### config.mk
export PLATFORM = sky130hd
export DESIGN_NAME = mem_read_arbiter
export DESIGN_NICKNAME = d
export VERILOG_FILES = /design/src/rtl/mem_read_arbiter_pkg.sv /design/src/rtl/mem_read_arbiter_rr_picker.sv /design/src/rtl/mem_read_arbiter.sv
export SDC_FILE = /design/constraint.sdc
export NUM_CORES = 1
export LEC_CHECK = 0
export CELL_PAD_IN_SITES_DETAIL_PLACEMENT = 1
export CELL_PAD_IN_SITES_GLOBAL_PLACEMENT = 1
export CORE_MARGIN = 2
export CORE_UTILIZATION = 12
export CTS_CLUSTER_DIAMETER = 60
export DETAILED_ROUTE_END_ITERATION = 10
export PLACE_DENSITY = 0.92
export SETUP_SLACK_MARGIN = 0.05
export SLEW_MARGIN = 0
export SYNTH_ARGS = -nofsm -noshare
export SYNTH_HDL_FRONTEND = slang
export SYNTH_SLANG_ARGS = --single-unit
### constraint.sdc
create_clock -name clk -period 2.35 [get_ports clk]
set_input_delay 0.47 -clock clk [delete_from_list [all_inputs] [get_ports clk]]
set_output_delay 0.47 -clock clk [all_outputs]
set_load 0.02 [all_outputs]
### src/rtl/mem_read_arbiter_pkg.sv
// mem_read_arbiter_pkg: shared defaults, state encoding and pointer-width helper
package mem_read_arbiter_pkg;
  localparam int AW_DEF = 8;
  localparam int DW_DEF = 65;
  typedef enum logic {IDLE = 1'b0, PEND = 1'b1} state_t;
  function automatic int ptr_width(input int n);
    return (n > 1) ? $clog2(n) : 1;
  endfunction
endpackage

### src/rtl/mem_read_arbiter_rr_picker.sv
// mem_read_arbiter_rr_picker: first requester at or above ptr (mod NREQ) as one-hot grant
module mem_read_arbiter_rr_picker
  import mem_read_arbiter_pkg::*;
#(
  parameter int NREQ = 2,
  parameter int PTRW = ptr_width(NREQ)
) (
  input  logic [NREQ-1:0] req,
  input  logic [PTRW-1:0] ptr,
  output logic [NREQ-1:0] gnt,
  output logic [PTRW-1:0] idx,
  output logic            any
);
  logic [PTRW-1:0] j;
  // scan from farthest to nearest so the requester closest to ptr is written last and wins
  always_comb begin
    gnt = '0;
    idx = '0;
    any = 1'b0;
    j = '0;
    for (int k = NREQ - 1; k >= 0; k--) begin
      j = PTRW'((int'(ptr) + k) % NREQ);
      if (req[j]) begin
        gnt = NREQ'(1) << j;
        idx = j;
        any = 1'b1;
      end
    end
  end
endmodule

### src/rtl/mem_read_arbiter.sv
// mem_read_arbiter: round-robin sharing of a 1-cycle-latency read port among NREQ requesters
module mem_read_arbiter
  import mem_read_arbiter_pkg::*;
#(
  parameter int NREQ = 2,
  parameter int AW = AW_DEF,
  parameter int DW = DW_DEF,
  localparam int PTRW = ptr_width(NREQ)
) (
  input  logic             clk,
  input  logic             reset,
  input  logic [NREQ-1:0]  req_valid,
  input  logic [NREQ*AW-1:0] req_addr,
  output logic [NREQ-1:0]  req_ready,
  output logic [NREQ-1:0]  resp_valid,
  input  logic [NREQ-1:0]  resp_ready,
  output logic [DW-1:0]    resp_data,
  output logic             mem_ren,
  output logic [AW-1:0]    mem_raddr,
  input  logic [DW-1:0]    mem_rdata
);
  state_t state, state_n;
  logic [PTRW-1:0] owner, owner_n, rr_ptr, rr_ptr_n, idx;
  logic [NREQ-1:0] gnt;
  logic any, retire, can_issue, accept;
  mem_read_arbiter_rr_picker #(.NREQ(NREQ), .PTRW(PTRW)) u_pick (
    .req(req_valid),
    .ptr(rr_ptr),
    .gnt(gnt),
    .idx(idx),
    .any(any)
  );
  assign retire = (state == PEND) && resp_ready[owner];
  assign can_issue = !reset && ((state == IDLE) || retire);
  assign accept = can_issue && any;
  // state register: pending flag, response owner and round-robin pointer
  always_ff @(posedge clk) begin
    if (reset) begin
      state <= IDLE;
      owner <= '0;
      rr_ptr <= '0;
    end else begin
      state <= state_n;
      owner <= owner_n;
      rr_ptr <= rr_ptr_n;
    end
  end
  // next state: an accept keeps the slot busy even while the old response retires
  always_comb begin
    state_n = accept ? PEND : retire ? IDLE : state;
    owner_n = accept ? idx : owner;
    rr_ptr_n = !accept ? rr_ptr : (idx == PTRW'(NREQ - 1)) ? '0 : idx + 1'b1;
  end
  // outputs: grant and memory read on accept, response steered to the owner while pending
  always_comb begin
    req_ready = can_issue ? gnt : '0;
    mem_ren = accept;
    mem_raddr = accept ? req_addr[idx*AW +: AW] : '0;
    resp_valid = (!reset && state == PEND) ? NREQ'(1) << owner : '0;
    resp_data = mem_rdata;
  end
endmodule

==> results.toml, run 1 <==
[detailed_routing]
drt_iter0_drc = 13
wl_per_cell_um = 13.40
drt-pass1-iter-count = 3
routed_wl_mm = 2.693
vias_per_cell = 3.318
drc_errors = 0
number_of_nets_with_antenna_violations_after_routing = 0
num_vias = 667

[clock_tree]
cts_buffers = 3
numClockSinks = 3
cts-hold-fix-buffers = 0
worst_skew_pair.late_latency_ns = 0.23
clock-root-buffer = "sky130_fd_sc_hd__clkbuf_8"
cts.htree.levels = 1
cts.repair_timing.setup_buffer_count = 0
cts_tree = "done"
cts.clk_slew.worst_paths_ns = 0.04
cts.path.max_buffers = 2

[yosys]
synth_edf_count = 0
synth_largest_type_area_fraction_pct = 54.32
netlist_area_pre_place_um2 = 898.4
postSynthAreaPerCell_um2 = 7.424
netlist.top_cell.by_area = "sky130_fd_sc_hd__buf_4"
synth-seq-cells = 3
synthDistinctLibCells = 22
synthTopCellsByArea = "sky130_fd_sc_hd__buf_4 (54%), sky130_fd_sc_hd__a21oi_2 (7.8%), sky130_fd_sc_hd__dfxtp_1 (6.7%), sky130_fd_sc_hd__o211ai_1 (6.7%), sky130_fd_sc_hd__nand3_1 (4.5%)"
ys_seq_area_share_pct = 6.685
ys_warn_count = 0
post_synth_inst_count = 121
asyncSetResetFlopFracSynth_pct = 0
ys.flop_type = "sky130_fd_sc_hd__dfxtp_1"
synth_fp_nets = 208

[die]
placeableCoreArea_mm2 = 0.007253
fp-row-count = 31
floorplan.initialDensity_pct = 12.39
io_pins = 165
die_area_mm2 = 0.008195
dieHeight_um = 90.53
die_w_um = 90.53

[global_route]
grt_first_pass_wirelength_mm = 4.008
grtUsageTotal_pct = 6.474
grt_overflow = 0
grt_antenna_before_repair = 0
grt_max_degree = 11
first_global_vias = 741

[timing]
timing.fmax_ghz = 0.4459
slew_at_the_pin_closest_to_its_max_slew_limit_ns = 0.2939
timing.final.max_slew_violations = 0
grt_setup_unrepaired = "true"
hold_violations = 0
skew_ns = 0.001935
period_needed_ns = 2.243
slew-limit-headroom_pct = 80.16
setup-violations-final = 0
final.period_utilization_pct = 95.44

[cells_and_area]
layout-area-overhead-vs-synth_pct = 5.432
finish.cell_count_without_fillers = 201
core_utilization_of_the_finished_layout_pct = 13.06
post_layout_nets = 190
n_antenna_cell = 0
mostFrequentLayoutCells = "sky130_fd_sc_hd__clkdlybuf4s50_1 (20), sky130_fd_sc_hd__buf_4 (12), sky130_fd_sc_hd__buf_2 (10)"
mostFrequentLayoutCell = "sky130_fd_sc_hd__clkdlybuf4s50_1"
ratio_of_cells_with_drive_above_1_in_the_final_layout_pct = 36.27

[placement]
gp_congestion = 0.7223
port_buffers = 34
place.detailed.instances = 197
dp_hpwl_mm = 2.211

[worst_hold_path]
hold_path.class = "reg2reg"

[critical_path]
worst_setup_path_end_kind = "output port"
worstPathMaxFanout = 10
critical_path.startpoint_type = "input port"
category_of_the_most_critical_setup_path = "in2out"
worst-endpoint-required_ns = 1.88
cp.arrival_ns = 1.77

[run_status]
status = "finished, final reports clean"

[pwr]
leakagePower_nw = 0.3629
max-vdd-ir-drop_mv = 0.1169
power.density_cell_area_mw_per_mm2 = 424.7

[job]
cap_viol_max_count = 0
## worst paths after layout
path	from	endpoint	slack (ns)	cells past startpoint
worst max-delay path	resp_ready[1]	mem_ren	0.11	6
worst min-delay path	state	state	0.53	2
worst max register to register	owner	rr_ptr	1.12	4
worst min register to register	state	state	0.53	2
## stage by stage
stage / area, um^2 / TNS, ns / setup slack (ns) / hold WS [ns] / power (mW)
final: 947.2 / 0 / 0.1072 / 0.5299 / 0.4023
after global routing: 947.2 / 0 / 0.04945 / 0.5653 / 0.4300
after CTS: 984.7 / 0 / 0.05329 / 0.5258 / 0.4122
after detailed placement: 954.7 / -3.157 / -0.3245 / 0.5190 / 0.2558
after global placement: 954.7 / -2.939 / -0.2917 / 0.5008 / 0.2500
after floorplan: 898.4 / 0 / 0.5572 / 0.4773 / 0.3090
## repair_timing
action / 4_1_cts / 5_1_grt
pin swaps: 1 / 1
resized for setup: 41 / 6
endpoints found under the setup margin: 13 / 7
## cells by family (layout without fill, tap and decap cells)
group	after synthesis	after routing	synth area share, %
AO/OA/AOI/OAI	21	21	18.39
buffers and inverters	75	56	59.75
flip-flops	3	3	6.686
multiplexers	2	2	2.229
AND/OR/NAND/NOR	20	20	12.95
## where the power goes
| group | internal, mW | switching [mW] |
|---|---|---|
| combinational | 0.0872 | 0.0896 |
| sequential | 0.0569 | 0.00638 |
| clock | 0.117 | 0.0455 |
| total | 0.261 | 0.142 |
## cell type report
class | count | area [um^2]
fill | 894 | 6306
timing repair buffer | 47 | 397.9
multi-input combinational | 43 | 301.5
tap | 99 | 123.9
sequential | 3 | 60.06
clock buffer | 4 | 45.04
inverter | 5 | 18.77
## per-layer routing
| layer | global-route usage [%] | vias up | part of all wire, % |
|---|---|---|---|
| met4 | 5.897 | 0 | 6.2 |
| met1 | 7.340 | 294 | 44 |
| li1 | - | 301 | - |
| met3 | 2.755 | 28 | 9.0 |
| met2 | 9.080 | 44 | 41 |
| met5 | 0 | - | 0 |
## critical path, cell delays in order
cell,delay [ns]
sky130_fd_sc_hd__clkdlybuf4s50_1,0.48
sky130_fd_sc_hd__mux2i_1,0.09
sky130_fd_sc_hd__a21o_1,0.21
sky130_fd_sc_hd__buf_12,0.16
sky130_fd_sc_hd__nor2_2,0.09
sky130_fd_sc_hd__clkdlybuf4s15_2,0.26
## synth_stat cells (all sizes together) (2+ instances only)
library cell,number
buf,69
a21oi,10
nand3,8
o211ai,8
inv,4
nor3b,4
dfxtp,3
nor2,3
mux2i,2
nand2,2
## registers in the layout (all words and copies together) (netlist names)
signal and flops:
rr_ptr 1, state 1, owner 1
Power figures use the tool's default switching activity.
==> inputs of run 2 (changes only) <==
--- a/config.mk
+++ b/config.mk
@@ -7,7 +7,6 @@
 export LEC_CHECK = 0
 export CELL_PAD_IN_SITES_DETAIL_PLACEMENT = 1
 export CELL_PAD_IN_SITES_GLOBAL_PLACEMENT = 1
-export CORE_MARGIN = 2
 export CORE_UTILIZATION = 12
 export CTS_CLUSTER_DIAMETER = 60
 export DETAILED_ROUTE_END_ITERATION = 10
==> run 2 against run 1 <==
Effect of this change:
- register-to-register slack got worse by 0.03 ns
- routed wire length is 8.4% lower
- maximum frequency increased by 1.7%
- sequential share of layout area shrank 0.32 points
- cell count shrank 0.50%
- sequential power increased by 3%
- utilization grew 0.69 points
- first-iteration DRC count shrank 54%
- largest power group unchanged
==> results.toml, run 2 (same netlist as run 1, synthesis figures left out) <==
[timing]
setup-violations-final = 0
skew_ns = 0.0006507
timing.fmax_ghz = 0.4535
slew_at_the_pin_closest_to_its_max_slew_limit_ns = 0.3098
hold_ws_ns = 0.5494
timing.final.max_slew_violations = 0
slew-limit-headroom_pct = 79.22
grt_setup_unrepaired = "false"
period_needed_ns = 2.205
final.period_utilization_pct = 93.82
hold_violations = 0

[die]
dieHeight_um = 88.53
die_w_um = 88.53
fp-row-count = 31
floorplan.initialDensity_pct = 12.39
io_pins = 165
placeableCoreArea_mm2 = 0.007253
die_area_mm2 = 0.007837

[cells_and_area]
layout-area-overhead-vs-synth_pct = 11.00
mostFrequentLayoutCell = "sky130_fd_sc_hd__clkdlybuf4s50_1"
layout_top_registers = "owner: 1 flops, rr_ptr: 1 flops, state: 1 flops"
post_layout_nets = 189
ratio_of_cells_with_drive_above_1_in_the_final_layout_pct = 38.61
mostFrequentLayoutCells = "sky130_fd_sc_hd__clkdlybuf4s50_1 (19), sky130_fd_sc_hd__buf_4 (12), sky130_fd_sc_hd__nand3_1 (8), sky130_fd_sc_hd__o211ai_1 (8), sky130_fd_sc_hd__a21oi_2 (8)"
n_antenna_cell = 0

[critical_path]
worst_setup_path_end_kind = "output port"
worst-endpoint-required_ns = 1.88
worstPathMaxFanout = 8
category_of_the_most_critical_setup_path = "in2out"
timing.reg2reg.worst_path_depth = 4
cp.arrival_ns = 1.73
critical_path.startpoint_type = "input port"

[worst_hold_path]
worst_hold_path.num_cells = 2
hold_path.class = "reg2reg"

[detailed_routing]
vias_per_cell = 3.355
drc_errors = 0
met2_routed_wl_mm = 1.026
wl_per_cell_um = 12.34
number_of_nets_with_antenna_violations_after_routing = 0
met3RoutedLength_um = 246
dr.max_layer_used = "met4"
num_vias = 671
drt_iter0_drc = 6
met1_length_mm = 1.039
routed_wl_mm = 2.467
drt-pass1-iter-count = 3

[clock_tree]
numClockSinks = 3
cts_buffers = 3
clock-root-buffer = "sky130_fd_sc_hd__clkbuf_8"
cts.clk_slew.worst_paths_ns = 0.03
cts.htree.levels = 1
cts_tree = "done"
worst_skew_pair.late_latency_ns = 0.21
cts.path.max_buffers = 2
cts-hold-fix-buffers = 0

[global_route]
first_global_vias = 682
grt_overflow = 0
grt_first_pass_wirelength_mm = 3.560
grt_max_degree = 10
grtUsageTotal_pct = 6.305
grt_antenna_before_repair = 0

[pwr]
power.density_cell_area_mw_per_mm2 = 399.3
cell_internal_pwr_mw = 0.2686
pwr-share-seq_pct = 16.3
power.net_switching_mw = 0.1296
max-vdd-ir-drop_mv = 0.1087
combinationalPowerShare_pct = 46.6
clock_power_share_pct = 37.1
leakagePower_nw = 0.3778
power.switching_fraction_pct = 32.55
post-layout-total-power_mw = 0.3982

[run_status]
status = "finished, final reports clean"

[placement]
gp_congestion = 0.6894
dp_hpwl_mm = 2.051
port_buffers = 34

[job]
cap_viol_max_count = 0
-- run 2: changes by cell type in the layout (fill, tap and decap cells not counted), sizes merged --
cell,change
buf,-5
clkdlybuf4s15,+4
dlymetal6s2s,+2
clkdlybuf4s50,-1
dlygate4sd2,-1
-- run 2: power groups by stage --
stage | Sequential (mW) | Combinational, mW | Clock [mW]
global route | 0.0654 | 0.201 | 0.158
detailed placement | 0.0645 | 0.193 | 0
finish | 0.0648 | 0.186 | 0.148
global placement | 0.0635 | 0.191 | 0
floorplan | 0.0621 | 0.247 | 0
CTS | 0.0644 | 0.187 | 0.152
-- run 2: worst paths after layout --
| kind | end | from | slack [ns] |
|---|---|---|---|
| worst max-delay path | mem_raddr[2] | req_valid[0] | 0.15 |
| worst min-delay path | state | state | 0.55 |
| worst max register to register | owner | owner | 1.09 |
| worst min register to register | state | state | 0.55 |
-- run 2: through the flow --
stage                     cell area [um^2]  TNS, ns  setup slack, ns  instances  utilization, %
after floorplan                      898.4        0           0.5572        121               -
after global placement               952.2   -3.389          -0.3664        195           13.13
after detailed placement             952.2   -3.450          -0.3715        195           13.13
after CTS                            984.7        0          0.02892        200           13.58
after global routing                 997.2        0          0.05209        200           13.75
final                                997.2        0           0.1451        200           13.75
-- run 2: repair_timing --
item	in CTS	in global routing
pin swaps	1	0
buffers inserted	1	0
setup endpoints to repair	13	10
resized for setup	41	8
-- run 2: per-layer routing --
metal	up-vias	global-route usage, %
li1	299	-
met1	320	7.163
met2	32	8.462
met3	20	2.519
met4	0	6.891
met5	-	0
-- run 2: area by class of cell --
cell class	count	area [um^2]
flip-flops and latches	3	60.06
multi-input cells	43	310.3
clock buffers	4	45.04
well taps	99	123.9
inverters	5	18.77
repair buffers	46	439.2
fillers	886	6256
-- run 2: critical path, stage by stage --
cell	delay (ns)
sky130_fd_sc_hd__clkdlybuf4s50_1	0.47
sky130_fd_sc_hd__nand2b_1	0.17
sky130_fd_sc_hd__buf_12	0.14
sky130_fd_sc_hd__nand3_1	0.09
sky130_fd_sc_hd__a21oi_2	0.12
sky130_fd_sc_hd__clkdlybuf4s15_2	0.26
==> inputs of run 3 (changes only) <==
--- a/config.mk
+++ b/config.mk
@@ -10,6 +10,7 @@
 export CORE_UTILIZATION = 12
 export CTS_CLUSTER_DIAMETER = 60
 export DETAILED_ROUTE_END_ITERATION = 10
+export MAX_ROUTING_LAYER = met4
 export PLACE_DENSITY = 0.92
 export SETUP_SLACK_MARGIN = 0.05
 export SLEW_MARGIN = 0
==> run 3 against run 2 <==
Effect of this change:
- total power about the same
- count of clock-buffer cells in the layout unchanged
- cell count did not move
- final area is the same
- setup slack unchanged
- global-route usage increased by 0.19 points
- clock power barely moved
- combinational power about the same
- die area stayed put
- non-clock buffer count did not move
- maximum frequency unchanged
- critical path type unchanged
- largest cell class unchanged
- largest power group unchanged
- highest routed layer unchanged
==> results.toml, run 3 (same netlist as run 1, synthesis figures left out) <==
[run_status]
status = "finished, final reports clean"

[clock_tree]
cts_tree = "done"
clock-root-buffer = "sky130_fd_sc_hd__clkbuf_8"
cts_buffers = 3
cts.clk_slew.worst_paths_ns = 0.03
numClockSinks = 3
worst_skew_pair.late_latency_ns = 0.21
cts.path.max_buffers = 2
cts.htree.levels = 1
cts-hold-fix-buffers = 0

[detailed_routing]
routed_wl_mm = 2.467
wl_per_cell_um = 12.34
number_of_nets_with_antenna_violations_after_routing = 0
drc_errors = 0
drt_iter0_drc = 6
vias_per_cell = 3.355
drt-pass1-iter-count = 3
num_vias = 671

[pwr]
max-vdd-ir-drop_mv = 0.1087
post-layout-total-power_mw = 0.3982
power.density_cell_area_mw_per_mm2 = 399.3
leakagePower_nw = 0.3778

[global_route]
grt_overflow = 0
grt_antenna_before_repair = 0
grtUsageTotal_pct = 6.499
grt_max_degree = 10
grt_first_pass_wirelength_mm = 3.560
first_global_vias = 682

[placement]
dp_slack_ns = -0.3715
port_buffers = 34
gp_congestion = 0.6967
dp_hpwl_mm = 2.051

[job]
cap_viol_max_count = 0

[critical_path]
worstPathMaxFanout = 8
critical_path.startpoint_type = "input port"
worst-endpoint-required_ns = 1.88
worst_setup_path_end_kind = "output port"
cp.arrival_ns = 1.73
category_of_the_most_critical_setup_path = "in2out"

[die]
die_w_um = 88.53
die_area_mm2 = 0.007837
dieHeight_um = 88.53
placeableCoreArea_mm2 = 0.007253
floorplan.initialDensity_pct = 12.39
io_pins = 165
fp-row-count = 31

[timing]
final.period_utilization_pct = 93.82
skew_ns = 0.0006507
period_needed_ns = 2.205
slew_at_the_pin_closest_to_its_max_slew_limit_ns = 0.3099
grt_setup_unrepaired = "false"
slew-limit-headroom_pct = 79.21
hold_ws_ns = 0.5494
timing.fmax_ghz = 0.4535
timing.final.max_slew_violations = 0
post-route-worst-setup-slack_ns = 0.1451
setup-violations-final = 0
hold_violations = 0
totalNegativeSetupSlack_ns = 0

[cells_and_area]
mostFrequentLayoutCells = "sky130_fd_sc_hd__clkdlybuf4s50_1 (19), sky130_fd_sc_hd__buf_4 (12), sky130_fd_sc_hd__nand3_1 (8), sky130_fd_sc_hd__o211ai_1 (8), sky130_fd_sc_hd__a21oi_2 (8)"
layout_top_registers = "owner: 1 flops, rr_ptr: 1 flops, state: 1 flops"
n_antenna_cell = 0
ratio_of_cells_with_drive_above_1_in_the_final_layout_pct = 38.61
layout-area-overhead-vs-synth_pct = 11.00
post_layout_nets = 189
filler_cell_count = 886
mostFrequentLayoutCell = "sky130_fd_sc_hd__clkdlybuf4s50_1"
core_utilization_of_the_finished_layout_pct = 13.75

[worst_hold_path]
hold_path.class = "reg2reg"
[run 3: cell counts in the layout (fill, tap and decap cells not counted)]
No cell type changed its count.
[run 3: path summary, 6_finish.rpt]
| path | start | endpoint | slack, ns | depth (start not counted) |
|---|---|---|---|---|
| worst max-delay path | req_valid[0] | mem_raddr[2] | 0.15 | 6 |
| worst min-delay path | state | state | 0.55 | 2 |
| worst max register to register | owner | owner | 1.09 | 4 |
| worst min register to register | state | state | 0.55 | 2 |
[run 3: where the power goes]
part	leakage, nW	internal [mW]	total [mW]	switching, mW
Sequential	0.0250	0.0569	0.0648	0.00790
Clock	0.0228	0.116	0.148	0.0322
Combinational	0.330	0.0962	0.186	0.0895
Total	0.378	0.269	0.398	0.130
[run 3: repair_timing]
action	4_1_cts	5_1_grt
pin swaps	1	0
hold endpoints to repair	0	0
buffers inserted	1	0
endpoints found under the setup margin	13	10
gates resized for setup	41	8
[run 3: stage by stage]
stage	instance area, um^2	std cells
final	997.2	200
after global routing	997.2	200
after CTS	984.7	200
after detailed placement	952.2	195
after global placement	952.2	195
after floorplan	898.4	121
[run 3: final cells by class]
class / instances / area [um^2] / share of cell area [%]
repair buffers: 46 / 439.2 / 44.04
clock buffers: 4 / 45.04 / 4.517
well taps: 99 / 123.9 / 12.42
flip-flops and latches: 3 / 60.06 / 6.023
multi-input cells: 43 / 310.3 / 31.12
inverters: 5 / 18.77 / 1.882
[run 3: worst max-delay path, stage by stage]
cell and delay (ns):
sky130_fd_sc_hd__clkdlybuf4s50_1 0.47, sky130_fd_sc_hd__nand2b_1 0.17, sky130_fd_sc_hd__buf_12 0.14, sky130_fd_sc_hd__nand3_1 0.09, sky130_fd_sc_hd__a21oi_2 0.12, sky130_fd_sc_hd__clkdlybuf4s15_2 0.26
[run 3: routing by layer]
metal	vias to the layer above	part of all wire, %	GRT usage, %
met2	32	42	8.462
met5	-	0	-
li1	299	-	-
met4	0	6.3	6.891
met3	20	9.9	2.425
met1	320	42	7.218
